===== src/rtl/dac_stream_out.sv =====
// -----------------------------------------------------------------------------
// dac_stream_out
//
// AXI-Stream slave that paces two-channel sample pairs out to the DAC. The
// programmable rate counter generates output ticks. Each tick consumes one
// {B,A} word from a one-entry buffer. The word's two's-complement channels are
// converted to DAC codes and loaded into registered outputs with a
// one-cycle dac_wrt strobe.
//
// A tick with nothing buffered is an underrun. It is counted only once the
// stream has been primed. The outputs then either hold their last code or
// fall back to midscale.
//
// Dropping cfg_enable flushes everything except the underrun counter.
// Only reset clears that counter.
// -----------------------------------------------------------------------------
module dac_stream_out #(
    parameter int DAC_DATA_WIDTH = 14
) (
    input  logic                      aclk,
    input  logic                      aresetn,

    input  logic                      cfg_enable,
    input  logic [15:0]               cfg_rate,
    input  logic                      cfg_idle_hold,

    input  logic [31:0]               s_axis_tdata,
    input  logic                      s_axis_tvalid,
    output logic                      s_axis_tready,

    output logic [DAC_DATA_WIDTH-1:0] dac_dat_a,
    output logic [DAC_DATA_WIDTH-1:0] dac_dat_b,
    output logic                      dac_wrt,
    output logic [15:0]               underrun_cnt,
    output logic [1:0]                sts_state
);

    localparam int W = DAC_DATA_WIDTH;

    // Code for a signed-zero sample: the DAC's midscale output.
    localparam logic [W-1:0] MID = {1'b0, {(W-1){1'b1}}};

    typedef enum logic [1:0] {
        ST_IDLE  = 2'd0,
        ST_PRIME = 2'd1,
        ST_RUN   = 2'd2,
        ST_UNDER = 2'd3
    } state_t;

    state_t         state;
    logic [15:0]    cnt;
    logic           tick;
    logic           accept;

    // The buffer holds only the top W bits of each channel.
    // Truncation therefore happens at the stream boundary.
    logic [W-1:0]   buf_a;
    logic [W-1:0]   buf_b;
    logic           buf_full;

    // Converts the top W bits of a two's-complement sample to a DAC code.
    // The sign bit is kept and the magnitude bits are inverted, so zero maps
    // to midscale.
    function automatic logic [W-1:0] to_dac_code(input logic [W-1:0] hi);
        to_dac_code = {hi[W-1], ~hi[W-2:0]};
    endfunction

    // The low-order sample bits below the DAC resolution are discarded by design.
    generate
        if (W < 16) begin : g_trunc
            logic unused_lsbs;
            assign unused_lsbs = ^{s_axis_tdata[31-W:16], s_axis_tdata[15-W:0]};
        end
    endgenerate

    // An output tick fires once the counter reaches the programmed period.
    // The >= comparison lets a shortened period take effect on the next cycle
    // instead of after a full counter wrap.
    assign tick = (state != ST_IDLE) && (cnt >= cfg_rate);

    // NOTE: tready is combinational because a drain on this tick frees the
    // single buffer slot in the same cycle. It depends only on registered state
    // and configuration, never on tvalid, so no combinational loop forms
    // through the AXIS master.
    assign s_axis_tready = (state != ST_IDLE) && (!buf_full || tick);
    assign accept        = s_axis_tvalid && s_axis_tready;

    assign sts_state     = state;

    // Rate counter: free-runs while active and restarts on every tick or when disabled.
    // NOTE: every sequential block uses non-blocking assignments only, so all
    // registers sample the same pre-edge values and the blocks can be read
    // in any order.
    always_ff @(posedge aclk or negedge aresetn) begin
        if (!aresetn) begin
            cnt <= '0;
        end else if (!cfg_enable || state == ST_IDLE) begin
            cnt <= '0;
        end else if (tick) begin
            cnt <= '0;
        end else begin
            cnt <= cnt + 16'd1;
        end
    end

    // One-entry sample buffer.
    // A beat accepted on a draining tick replaces the drained sample, so the buffer stays full.
    always_ff @(posedge aclk or negedge aresetn) begin
        if (!aresetn) begin
            buf_a    <= '0;
            buf_b    <= '0;
            buf_full <= 1'b0;
        end else if (!cfg_enable || state == ST_IDLE) begin
            buf_full <= 1'b0;
        end else if (accept) begin
            buf_a    <= s_axis_tdata[15:16-W];
            buf_b    <= s_axis_tdata[31:32-W];
            buf_full <= 1'b1;
        end else if (tick) begin
            buf_full <= 1'b0;
        end
    end

    // Sequencing FSM with registered DAC outputs, write strobe and underrun counter.
    always_ff @(posedge aclk or negedge aresetn) begin
        if (!aresetn) begin
            state        <= ST_IDLE;
            dac_dat_a    <= MID;
            dac_dat_b    <= MID;
            dac_wrt      <= 1'b0;
            underrun_cnt <= '0;
        end else begin
            dac_wrt <= 1'b0;

            if (!cfg_enable) begin
                // Disable wins from any state. The underrun history is kept.
                state     <= ST_IDLE;
                dac_dat_a <= MID;
                dac_dat_b <= MID;
            end else begin
                unique case (state)
                    ST_IDLE: begin
                        state <= ST_PRIME;
                    end

                    // Waiting for the first sample. Empty ticks here are
                    // expected and are not counted.
                    ST_PRIME: begin
                        if (tick && buf_full) begin
                            dac_dat_a <= to_dac_code(buf_a);
                            dac_dat_b <= to_dac_code(buf_b);
                            dac_wrt   <= 1'b1;
                            state     <= ST_RUN;
                        end
                    end

                    // Streaming. An empty tick is an underrun in either state.
                    ST_RUN, ST_UNDER: begin
                        if (tick) begin
                            if (buf_full) begin
                                dac_dat_a <= to_dac_code(buf_a);
                                dac_dat_b <= to_dac_code(buf_b);
                                dac_wrt   <= 1'b1;
                                state     <= ST_RUN;
                            end else begin
                                state <= ST_UNDER;
                                if (underrun_cnt != 16'hFFFF) begin
                                    underrun_cnt <= underrun_cnt + 16'd1;
                                end
                                if (!cfg_idle_hold) begin
                                    dac_dat_a <= MID;
                                    dac_dat_b <= MID;
                                end
                            end
                        end
                    end

                    default: begin
                        state <= ST_IDLE;
                    end
                endcase
            end
        end
    end

endmodule


===== config.mk =====
export PLATFORM = sky130hd
export DESIGN_NAME = dac_stream_out
export DESIGN_NICKNAME = d
export VERILOG_FILES = /design/src/rtl/dac_stream_out.sv
export SDC_FILE = /design/constraint.sdc
export NUM_CORES = 1
export LEC_CHECK = 0
export BUFFER_PORTS_ARGS = -buffer_cell sky130_fd_sc_hd__buf_2
export CORE_MARGIN = 10
export CORE_UTILIZATION = 40
export CTS_CLUSTER_DIAMETER = 50
export DETAILED_ROUTE_END_ITERATION = 8
export PLACE_DENSITY = 0.63
export SYNTH_ARGS = -nofsm -noshare
export SYNTH_HDL_FRONTEND = slang
export SYNTH_SLANG_ARGS = --single-unit
export TNS_END_PERCENT = 5

===== constraint.sdc =====
create_clock -name aclk -period 2.2 [get_ports aclk]
set_input_delay 0.11 -clock aclk [delete_from_list [all_inputs] [get_ports aclk]]
set_output_delay 0.11 -clock aclk [all_outputs]
set_load 0.01 [all_outputs]

# --- Word-level counts from Yosys, hierarchy flattened ---
# Index checks and enable logic that the tools add are counted.
word_totals:
  register_bits: 92
  latch_bits: 0
  mem_bits_rw: 0
  rom_bits: 0
  in_bits: 53
  output_inout_bits: 48
  wordCells: 66
  memories: 0
op_classes:
  n_addsub: 2
  multipliers: 0
  div: 0
  n_lt_le_gt_ge: 1
  n_eq_ne: 8
  n_shift: 0
  muxes: 26
  bitwise_logic: 4
  n_reduce_logical: 16
op_table:
  columns: ["cell", "n"]
  rows:
  - ["$mux W14", 9]
  - ["$pmux W14 S2", 2]
  - ["$add A16 B1 Y16 const B", 2]
  - ["$mux W16", 2]
  - ["$not A13 Y13", 2]
  - ["$ge A16 B16 Y1", 1]
  - ["$ne A16 B16 Y1 const B", 1]
  - ["$mux W1", 8]
  - ["$mux W2", 3]
  - ["$ne A3 B3 Y1 const B", 2]
  - ["$pmux W2 S3", 1]
  - ["$reduce_and A5 Y1", 1]
  - ["$eq A2 B2 Y1 const B", 2]
  - ["$logic_and A1 B1 Y1", 4]
  - ["$ne A4 B4 Y1 const B", 1]
  - ["$reduce_and A2 Y1", 2]
  - ["$reduce_and A4 Y1", 1]
  - ["$ne A3 B1 Y1 const B", 1]
  - ["$reduce_bool A3 Y1", 1]
  - ["$eq A2 B1 Y1 const B", 1]
  - ["$logic_not A1 Y1", 2]
  - ["$logic_not A2 Y1", 1]
  - ["$logic_or A1 B1 Y1", 2]
  - ["$not A1 Y1", 2]
  - ["other kinds (3)", 3]

# --- Depth between registers and ports, before layout ---
# Gate-level depths: netlist (run 1).
logic_depth:
  word_depth: 7
  mapped_depth: 10
  depth_no_buf: 8

# --- Worst setup path after synthesis (run 1) ---
# Ideal clock, no wire load.
synth_path:
  path_type: "reg2reg"
  startpoint: "register cnt[0]"
  endpoint: "register buf_a[2]"
  setup_ns: 0.128
  t_arrival_ns: 2.276
  t_required_ns: 2.072
  path_slack_ns: -0.204
  path_stages_with_launch: 9
  path_buffers: 1
  period_less_slack_ns: 2.404
  path_cell_list: "dfrtp_1 > inv_1 > ha_1 > nand2b_1 > a2111o_1 > a32oi_2 > a31oi_4 > buf_2 > mux2_1"
synth_via:
  elab_chain_cells: 6
synth_lines:
  columns: ["element", "line_no", "source"]
  rows:
  - ["start, declared", "51", "logic [15:0] cnt;"]
  - ["start signal, assigned", "102", "cnt <= cnt + 16'd1;"]
  - ["$ge A16 B16 Y1", "79", "assign tick = (state != ST_IDLE) && (cnt >= cfg_rate);"]
  - ["$logic_and A1 B1 Y1", "79", null]
  - ["$logic_or A1 B1 Y1", "85", "assign s_axis_tready = (state != ST_IDLE) && (!buf_full || tick);"]
  - ["$logic_and A1 B1 Y1", "85", null]
  - ["$logic_and A1 B1 Y1", "86", "assign accept = s_axis_tvalid && s_axis_tready;"]
  - ["$reduce_and A2 Y1 (no source line)", null, null]
  - ["end signal, assigned", "116", "buf_a <= s_axis_tdata[15:16-W];"]
  - ["end, declared", "57", "logic [W-1:0] buf_a;"]
# No other way between the ends.
# A chain may end at the register's enable or synchronous reset.

# --- Worst setup path in the final report (run 1) ---
layout_path:
  startpoint: "register cnt[15]"
  endpoint: "register buf_b[2]"
layout_via:
  elab_chain_cells: 6
layout_lines:
  columns: ["element", "line_no", "source"]
  rows:
  - ["$ge A16 B16 Y1", "79", null]
  - ["$logic_and A1 B1 Y1", "79", null]
  - ["$logic_or A1 B1 Y1", "85", null]
  - ["$logic_and A1 B1 Y1", "85", null]
  - ["$logic_and A1 B1 Y1", "86", null]
  - ["$reduce_and A2 Y1 (no source line)", null, null]
  - ["end signal, assigned", "117", "buf_b <= s_axis_tdata[31:32-W];"]
  - ["end, declared", "58", "logic [W-1:0] buf_b;"]
# No other way between the ends.

==> results of run 1 <==
[cell usage in the layout, fill, tap and decap left out, types with 17 or more instances in the layout]
cell	n
nand2_1	19
a31oi_1	27
dfrtp_1	66
mux2_2	28
nor3b_1	26
dlygate4sd3_1	30
buf_4	36
inv_1	19
xnor2_1	17
dfstp_2	26
nor2_1	17
buf_2	95
[repair_timing]
item	in CTS	in global routing
pin swaps	27	12
cloned	1	4
endpoints found under the setup margin	68	92
setup buffers	10	9
endpoints found under the hold margin	55	0
hold buffers	30	0
resized for setup	13	19
[state kept, by name (all words and copies together) (netlist names)]
| register | count |
|---|---|
| buf_b | 14 |
| sts_state | 2 |
| cnt | 16 |
| dac_dat_a | 14 |
| dac_wrt | 1 |
| underrun_cnt | 16 |
| dac_dat_b | 14 |
| buf_full | 1 |
| buf_a | 14 |
[power by group through the flow]
stage          clock [W]  combinational (W)  sequential (W)
3_3_place_gp           0           0.000308         0.00192
4_1_cts          0.00110           0.000371         0.00190
6_report         0.00106           0.000384         0.00189
2_1_floorplan          0           0.000188         0.00190
5_1_grt          0.00118           0.000429         0.00192
3_5_place_dp           0           0.000322         0.00193
[cell families after synthesis]
family | share of synthesized area
and+or+nand+nor | 0.142
DFF | 0.547
muxes | 0.0765
adders and majority gates | 0.0528
buffers and inverters | 0.0358
xor gates and xnor gates | 0.0533
AOI/OAI and AO/OA | 0.0923
[final cells by class]
type	instances	area [um2]
clock inverters	3	21.3
flip-flops and latches	92	2330
inverters	19	71.3
repair buffers	178	1320
clock buffers	13	159
fillers	892	4380
multi-input cells	240	1920
well taps	136	170
[through the flow]
stage	setup slack (ps)	utilization	area [um2]	total power, W	setup TNS (ps)
after floorplan	-121	-	4300	0.00209	-3930
after global placement	-128	0.497	5150	0.00223	-6200
after detailed placement	-149	0.497	5150	0.00225	-7030
after CTS	-294	0.558	5790	0.00337	-11850
after global routing	-364	0.578	5990	0.00352	-26460
final	-285	0.578	5990	0.00334	-17630
[per-layer routing]
layer / share of wire / vias to the layer above
met1: 0.44 / 1653
met5: 0 / -
met3: 0.068 / 7
met4: 0.0075 / 0
met2: 0.48 / 82
li1: - / 1660
[synth_stat cells, types with 2 or more instances]
cell / number
dfrtp_1: 66
a31oi_1: 28
mux2_2: 28
dfstp_2: 26
nor3b_1: 26
nand2_1: 21
nor2_1: 21
inv_1: 19
ha_1: 18
xnor2_1: 18
and3_1: 14
nand4_1: 11
nand3_1: 10
a21oi_1: 9
clkbuf_1: 9
xor2_1: 8
o21ai_0: 7
buf_2: 5
buf_4: 3
or3_1: 3
a21o_1: 2
nor2b_1: 2
[worst max-delay path by stage]
stage,slack [ps],end,start,depth (start not counted)
CTS,-290,s_axis_tready,cnt[13],10
floorplan,-120,buf_a[12],cnt[0],8
detailed placement,-150,dac_dat_b[8],cnt[15],8
finish,-290,buf_b[2],cnt[15],10
global route,-360,s_axis_tready,cnt[11],9
global placement,-130,buf_b[1],cnt[15],9
[tightest hold or removal path, delay by kind of cell]
family	cells	cell delay [ps]
AO/OA/AOI/OAI	1	120
buffers and inverters	1	120
AND/OR/NAND/NOR	1	160
==> reports/metrics.yaml, run 1 <==
power:
  p_per_area_nw_per_um2: 557
  netSwitchingFraction: 0.243
  p_sw_w: 0.000812
  leakage_nw: 2.74
  p_comb_frac: 0.115
  p_seq_frac: 0.568
  vdd_drop_max_mv: 0.394
  p_int_w: 0.00253
  p_clk_frac: 0.317
sta:
  hold_violations: 0
  rsz0062_at_grt: "yes"
  period_share: 1.13
  worst_pin_slew_ps: 566
  final-max-slew-violation-count: 0
  setup_viol_count_final: 90
  period_minus_slack_ps: 2490
  fin_ws_ps: -285
  hold_slack_ps: 172
  relSlewSlack: 0.622
  fin_skew_ps: 9.07
  fmax_mhz: 402
setup_path:
  regToRegStartpoint: "cnt[15]"
  crit_required_ps: 2450
  critPathBufInv: 4
  critPathTopFamily: "buffers and inverters"
  worstSetupPathType: "reg2reg"
  cp_cell_sequence: "ha_4 > nand4_1 > buf_4 > a211oi_4 > a32oi_4 > buf_6 > a31oi_4 > buf_12 > clkbuf_16 > mux2_2"
  start_kind: "flip-flop"
  worstPathArrival_ps: 2740
  critPathSlowestCell: "dfrtp_1"
  cpPeakStageDelay_ps: 420
  crit_fanout: 6
  r2r_cells: 10
  regToRegEndpoint: "buf_b[2]"
  crit_path_end_kind: "flip-flop"
  r2r_slack_ps: -290
logic_synthesis:
  syn-num-nets: 439
  avgSynthCellArea_um2: 11.6
  ys_warn_count: 0
  synthesis.area_um2: 4270
  synth_edf_count: 0
  seq_area_frac_synth: 0.547
  synthDominantCellAreaShare: 0.387
  ys_types: 36
  synth_top_area_cell: "dfrtp_1"
  synthArstFlopShare: 1.00
  ys.flop_type: "dfrtp_1"
  postSynthCellCount: 368
  ys_seq_elements: 92
  yosys-top-cells-area: "dfrtp_1 39%, dfstp_2 16%, mux2_2 7.4%, ha_1 5.3%, nor3b_1 4.6%"
finish:
  layout.cells.non_filler: 681
  areaGrowthSynthToFinish_pct: 40.4
  fin_nets: 611
  drive_gt1_frac: 0.435
  diodes: 0
global_route:
  grt_overflow: 0
  track_usage: 0.149
  met3_usage: 0.0456
  grt-busiest-layer: "met2"
  antenna_found_initial: 0
  grt_start_max_net_pins: 50
  grt_pass1_wl_um: 18100
  grtUsageMet1: 0.189
  use_met2: 0.236
  grt_pass1_vias: 3576
detailed_routing:
  wl_um: 11200
  num_vias: 3402
  antenna_left: 0
  routedWlPerCell_um: 16.4
  firstDrtPassIters: 7
  dr.first_iter.drc_count: 175
  drc: 0
  avgViaCountPerCell: 5.00
floorplan:
  ios: 101
  die_area_um2: 15200
  core_um2: 10400
  start_util: 0.412
  num_rows: 37
  dieWidth_um: 123
  die_y_um: 123
job:
  maxCapViolations: 0
worst_hold_path:
  min_to: "buf_full"
  min-delay-start: "cfg_enable"
  holdPathStages: 3
  hold_path_class: "in2reg"
cts:
  cts_buffers: 9
  clockBufferDepth: 2
  cts_root_buf: "clkbuf_8"
  clock_sinks: 92
  htreeDepth: 3
  clock_latency_ps: 360
  clkSlewWorstSetupHoldPaths_ps: 90
  cts_tree: "yes"
placed_design:
  place_congestion: 0.827
  io_buffers: 96
  dp_cells: 614
  dp_hpwl_um: 7320
outcome:
  outcome: "complete, but fails checks"
  violations: "negative setup slack"
Power figures use the tool's default switching activity.
==> run 2: changes to the inputs <==
--- a/config.mk
+++ b/config.mk
@@ -7,10 +7,10 @@
 export LEC_CHECK = 0
 export BUFFER_PORTS_ARGS = -buffer_cell sky130_fd_sc_hd__buf_2
 export CORE_MARGIN = 10
-export CORE_UTILIZATION = 40
+export CORE_UTILIZATION = 48
 export CTS_CLUSTER_DIAMETER = 50
 export DETAILED_ROUTE_END_ITERATION = 8
-export PLACE_DENSITY = 0.63
+export PLACE_DENSITY = 0.73
 export SYNTH_ARGS = -nofsm -noshare
 export SYNTH_HDL_FRONTEND = slang
 export SYNTH_SLANG_ARGS = --single-unit
==> run 2 against run 1 <==
Net effect: the flow still finishes with violations (negative setup slack); sequential share of layout area decreased by 0.92 points; hold slack got worse by 150 ps; count of clock-buffer cells in the layout decreased by 3; core utilization increased by 13 points; register-to-register slack about the same; first-iteration DRC count increased by 9.1%; critical endpoint is now buf_a[5]; highest routed layer unchanged.
==> reports/metrics.yaml, run 2 (synthesis gave the netlist of run 1 again) <==
outcome:
  outcome: "complete, but fails checks"
  violations: "negative setup slack"
job:
  maxCapViolations: 0  # unchanged
finish:
  diodes: 0  # unchanged
  areaGrowthSynthToFinish_pct: 43.8
  fin_nets: 612  # +0.16%
  reg_top3: "cnt x16, underrun_cnt x16"
  layout_common_cells: "95 x buf_2, 66 x dfrtp_1, 35 x buf_4"
  layout_commonest_cell: "buf_2"
  layout.cells.non_filler: 654  # -4.0%
  drive_gt1_frac: 0.465  # +0.0303
  fin_util: 0.707  # +0.129
floorplan:
  die_area_um2: 13100  # -14%
  die_y_um: 114  # -7.3%
  ios: 101  # unchanged
  core_um2: 8680  # -16%
  start_util: 0.492  # +0.0802
  dieWidth_um: 114  # -7.3%
  num_rows: 34  # -8.1%
cts:
  clockBufferDepth: 2  # unchanged
  htreeDepth: 3  # unchanged
  cts_tree: "yes"
  cts_buffers: 9  # unchanged
  cts_root_buf: "clkbuf_8"
  clock_sinks: 92  # unchanged
  clock_latency_ps: 370  # about the same
  clkSlewWorstSetupHoldPaths_ps: 90  # about the same
global_route:
  grt_start_max_net_pins: 54  # +8.0%
  grtUsageMet1: 0.198  # +0.00901
  grt_overflow: 0  # unchanged
  track_usage: 0.164  # +0.0153
  antenna_found_initial: 0  # unchanged
  grt_pass1_wl_um: 17700  # -2.1%
  use_met2: 0.273  # +0.0366
  grt-busiest-layer: "met2"
  met3_usage: 0.0435  # -0.00208
  grt_pass1_vias: 3615  # +1.1%
sta:
  worst_pin_slew_ps: 523  # -43.1 ps
  final-max-slew-violation-count: 0  # unchanged
  rsz0062_at_grt: "yes"
  fmax_mhz: 402  # -0.11%
  relSlewSlack: 0.651  # +0.0287
  setup_viol_count_final: 74  # -18%
  hold_violations: 0  # unchanged
  fin_setup_tns_ps: -16480  # +1150 ps
  fin_skew_ps: 11.7  # +2.60 ps
  period_share: 1.13  # +0.00123
  period_minus_slack_ps: 2490  # +2.70 ps
  fin_ws_ps: -288  # -2.70 ps
setup_path:
  worstSetupPathType: "reg2reg"
  start_kind: "flip-flop"
  crit_required_ps: 2450  # about the same
  crit_fanout: 22  # +16
  crit_path_end_kind: "flip-flop"
  worstPathArrival_ps: 2740  # about the same
placed_design:
  place_congestion: 0.771  # -6.8%
  dp_cells: 589  # -4.1%
  pre_cts_ws_ps: -254  # -104 ps
  io_buffers: 96  # unchanged
  dp_hpwl_um: 7330  # about the same
detailed_routing:
  dr.first_iter.drc_count: 191  # +9.1%
  avgViaCountPerCell: 5.32  # +6.5%
  routedWlPerCell_um: 16.9  # +2.6%
  firstDrtPassIters: 4  # -3
  drc: 0  # unchanged
  num_vias: 3480  # +2.3%
  antenna_left: 0  # unchanged
  wl_um: 11000  # -1.5%
worst_hold_path:
  hold_path_class: "in2reg"
power:
  leakage_nw: 2.78  # +1.3%
  vdd_drop_max_mv: 0.323  # -18%
  finalPower_w: 0.00333  # -0.37%
  p_per_area_nw_per_um2: 542  # -2.7%
==> run 2: cell types whose count changed in the layout (fill, tap and decap cells not counted), moves of 5 or more <==
cell / previous run / this run
a31oi_4: 1 / 6
a31oi_1: 27 / 21
nor3b_2: 0 / 6
nor3b_1: 26 / 20
==> run 2: metrics by stage <==
stage / hold slack, ps / instance area, um2
floorplan: -186 / 4300
global placement: 117 / 5150
detailed placement: 121 / 5150
CTS: 15.1 / 5810
global route: 26.0 / 6140
finish: 24.2 / 6140
==> run 2: cell type report <==
| class | count | area, um2 |
|---|---|---|
| well taps | 108 | 135 |
| fillers | 643 | 2540 |
| repair buffers | 179 | 1380 |
| clock buffers | 10 | 128 |
| clock inverters | 6 | 47.5 |
| multi-input cells | 240 | 2040 |
| inverters | 19 | 71.3 |
| flip-flops and latches | 92 | 2330 |
==> run 2: critical path, cell delays in order (launching register included) <==
cell and delay, ps:
dfrtp_1 420, ha_4 280, nand4_1 110, buf_4 170, a211oi_4 190, a32oi_4 150
buf_4 150, buf_4 140, a31oi_4 190, buf_12 200, mux2_2 360
==> run 2: worst paths after layout <==
kind | startpoint | end | slack, ps | cells after the start
worst min register to register | buf_a[3] | dac_dat_a[3] | 420 | 1
max in group asynchronous | aresetn | dac_dat_b[1] | 1250 | 3
min in group asynchronous | aresetn | underrun_cnt[8] | 250 | 2
worst max register to register | cnt[13] | buf_a[5] | -290 | 10
worst min-delay path | cfg_enable | sts_state[1] | 20 | 2
worst max-delay path | cnt[13] | buf_a[5] | -290 | 10
==> run 2: what timing repair did <==
item / in CTS / in global routing
resized for setup: 13 / 38
endpoints found under the hold margin: 60 / 0
hold buffers: 30 / 0
endpoints found under the setup margin: 70 / 93
gates cloned: 2 / 4
setup buffers: 9 / 4
pin swaps: 9 / 24
==> run 2: power by group <==
| group | total (W) | internal [W] | switching, W | leakage, nW |
|---|---|---|---|---|
| logic | 0.000376 | 0.000221 | 0.000155 | 1.55 |
| clock network | 0.00104 | 0.000421 | 0.000620 | 0.0872 |
| registers | 0.00191 | 0.00182 | 0.0000854 | 1.13 |
| total | 0.00333 | 0.00247 | 0.000860 | 2.78 |
==> run 2: per-layer routing <==
metal | vias to the layer above | share of wire
li1 | 1654 | -
met1 | 1712 | 0.41
met2 | 92 | 0.51
met3 | 22 | 0.060
met4 | 0 | 0.022
met5 | - | 0
==> run 3: changes to the inputs <==
--- a/config.mk
+++ b/config.mk
@@ -6,10 +6,12 @@
 export NUM_CORES = 1
 export LEC_CHECK = 0
 export BUFFER_PORTS_ARGS = -buffer_cell sky130_fd_sc_hd__buf_2
+export CAP_MARGIN = 20
 export CORE_MARGIN = 10
 export CORE_UTILIZATION = 48
 export CTS_CLUSTER_DIAMETER = 50
 export DETAILED_ROUTE_END_ITERATION = 8
+export GPL_TIMING_DRIVEN = 0
 export PLACE_DENSITY = 0.73
 export SYNTH_ARGS = -nofsm -noshare
 export SYNTH_HDL_FRONTEND = slang
==> run 3 against run 2 <==
Net effect: the flow still finishes with violations (negative setup slack); clock power increased by 9.6%; global-route usage rose by 1.3 points; core utilization fell by 1.4 points; hold slack improved by 220 ps; flip-flop and latch count stayed put; sequential power hardly changed; sequential share of layout area grew 0.76 points; via count increased by 1.1%; clock skew about the same; final cell count decreased by 0.61%; non-clock buffer count shrank 4; critical endpoint is now dac_dat_a[5].
==> reports/metrics.yaml, run 3 (synthesis gave the netlist of run 1 again) <==
outcome:
  violations: "negative setup slack"
  outcome: "complete, but fails checks"
sta:
  period_share: 1.15  # +0.0152
  worst_pin_slew_ps: 853  # +330 ps
  relSlewSlack: 0.430  # -0.221
  fin_ws_ps: -321  # -33.4 ps
  final-max-slew-violation-count: 0  # unchanged
  period_minus_slack_ps: 2520  # +33.4 ps
  fmax_mhz: 397  # -1.3%
  rsz0062_at_grt: "yes"
  fin_setup_tns_ps: -15260  # +1220 ps
  fin_skew_ps: 11.2  # -0.442 ps
  setup_viol_count_final: 77  # +4.1%
  hold_violations: 0  # unchanged
finish:
  fin_util: 0.694  # -0.0136
  layout_common_cells: "95 x buf_2, 65 x dfrtp_1, 30 x dlygate4sd3_1"
  areaGrowthSynthToFinish_pct: 41.0
  fin_nets: 608  # -0.65%
  diodes: 0  # unchanged
  reg_top3: "cnt x16, underrun_cnt x16"
  layout_commonest_cell: "buf_2"
  drive_gt1_frac: 0.417  # -0.0482
job:
  maxCapViolations: 0  # unchanged
global_route:
  grt_pass1_vias: 3728  # +3.1%
  grt_overflow: 0  # unchanged
  track_usage: 0.177  # +0.0128
  use_met2: 0.309  # +0.0361
  met3_usage: 0.0692  # +0.0257
  antenna_found_initial: 0  # unchanged
  grtUsageMet1: 0.198  # about the same
  grt_start_max_net_pins: 57  # +5.6%
  grt-busiest-layer: "met2"
  grt_pass1_wl_um: 18700  # +5.7%
power:
  finalPower_w: 0.00352  # +5.7%
  vdd_drop_max_mv: 0.484  # +50%
  p_per_area_nw_per_um2: 584  # +7.7%
  leakage_nw: 2.77  # about the same
floorplan:
  die_y_um: 114  # unchanged
  core_um2: 8680  # unchanged
  num_rows: 34  # unchanged
  die_area_um2: 13100  # unchanged
  start_util: 0.492  # unchanged
  dieWidth_um: 114  # unchanged
  ios: 101  # unchanged
detailed_routing:
  drc: 0  # unchanged
  num_vias: 3517  # +1.1%
  wl_um: 11600  # +5.2%
  antenna_left: 0  # unchanged
  routedWlPerCell_um: 17.8  # +5.8%
  firstDrtPassIters: 4  # unchanged
  avgViaCountPerCell: 5.41  # +1.7%
  dr.first_iter.drc_count: 178  # -6.8%
setup_path:
  crit_path_end_kind: "flip-flop"
  crit_required_ps: 2460  # about the same
  cp_cell_sequence: "ha_4 > a21o_1 > a21o_1 > a2111oi_4 > buf_6 > buf_4 > a221oi_4 > buf_6 > clkbuf_16 > nor3b_1 > a31oi_1"
  start_kind: "flip-flop"
  cp-startpoint: "cnt[13]"
  critPathTopFamily: "compound AO/OA/AOI/OAI gates"
  worstSetupPathType: "reg2reg"
  worstPathArrival_ps: 2790  # +50 ps
  regToRegStartpoint: "cnt[13]"
  critPathBufInv: 4  # unchanged
  cpPeakStageDelay_ps: 410  # about the same
  crit_fanout: 7  # -68%
  critPathSlowestCell: "dfrtp_1"
cts:
  clock_latency_ps: 360  # about the same
  htreeDepth: 3  # unchanged
  clkSlewWorstSetupHoldPaths_ps: 100  # about the same
  clockBufferDepth: 2  # unchanged
  cts_tree: "yes"
  clock_sinks: 92  # unchanged
  cts_buffers: 9  # unchanged
  cts_root_buf: "clkbuf_8"
placed_design:
  io_buffers: 96  # unchanged
  place_congestion: 0.780  # +1.2%
  dp_hpwl_um: 7420  # +1.2%
worst_hold_path:
  hold_path_class: "in2async"
-- run 3: cell count changes in the layout (fill, tap and decap cells not counted), moves of 3 or more --
| cell | before | now |
|---|---|---|
| a31oi_4 | 6 | 1 |
| buf_8 | 1 | 7 |
| buf_4 | 35 | 25 |
| nor3b_2 | 6 | 1 |
| clkbuf_16 | 4 | 1 |
| clkbuf_1 | 1 | 9 |
| mux2_4 | 1 | 28 |
| buf_6 | 8 | 4 |
| mux2_2 | 28 | 1 |
| nor2_1 | 15 | 19 |
| a31oi_1 | 21 | 28 |
| nor3b_1 | 20 | 25 |
| nor2_2 | 5 | 2 |
-- run 3: what timing repair did --
action,in CTS,in global routing
setup buffers,23,5
gates resized for setup,71,5
pin swaps,12,12
hold buffers,30,0
cloned,2,1
setup endpoints to repair,93,88
hold endpoints to repair,61,0
-- run 3: metal layers --
| metal | vias to the layer above | wire (um) | part of all wire |
|---|---|---|---|
| met5 | - | 0 | 0 |
| met4 | 0 | 175 | 0.015 |
| met1 | 1751 | 4520 | 0.39 |
| met3 | 16 | 805 | 0.069 |
| li1 | 1647 | - | - |
| met2 | 103 | 6090 | 0.53 |
-- run 3: path summary, 6_finish.rpt --
kind	to	slack [ps]	cells past startpoint
min	underrun_cnt[8]	250	2
max reg2reg	dac_dat_a[5]	-320	11
min reg2reg	dac_dat_a[12]	430	1
max in group asynchronous	dac_dat_a[1]	1260	3
min in group aclk	buf_full	250	3
max	dac_dat_a[5]	-320	11
-- run 3: metrics by stage --
| stage | cells | worst slack (ps) | hold slack (ps) | instance area (um2) |
|---|---|---|---|---|
| after global placement | 572 | -427 | 342 | 4910 |
| after global routing | 650 | -410 | 248 | 6020 |
| after detailed placement | 573 | -486 | 109 | 4940 |
| final | 650 | -321 | 246 | 6020 |
| after floorplan | 368 | -121 | -186 | 4300 |
| after CTS | 644 | -266 | 221 | 5950 |
-- run 3: worst register-to-register path: stages, from the launching register on --
cell	delay, ps
dfrtp_1	410
ha_4	230
a21o_1	180
a21o_1	180
a2111oi_4	350
buf_6	180
buf_4	140
a221oi_4	70
buf_6	160
clkbuf_16	150
nor3b_1	290
a31oi_1	90
-- run 3: layout make-up --
class | instances | area [um2]
Timing Repair Buffer | 158 | 1120
Clock inverter | 5 | 61.3
Clock buffer | 11 | 131
Sequential cell | 92 | 2340
Tap cell | 108 | 135
Inverter | 19 | 71.3
Buffer | 17 | 141
Fill cell | 621 | 2660
Multi-Input combinational cell | 240 | 2020
-- run 3: report_power, final --
| part | total [W] | switching (W) | internal [W] |
|---|---|---|---|
| logic | 0.000474 | 0.000174 | 0.000301 |
| registers | 0.00190 | 0.0000788 | 0.00182 |
| clock network | 0.00114 | 0.000607 | 0.000531 |
| total | 0.00352 | 0.000859 | 0.00266 |
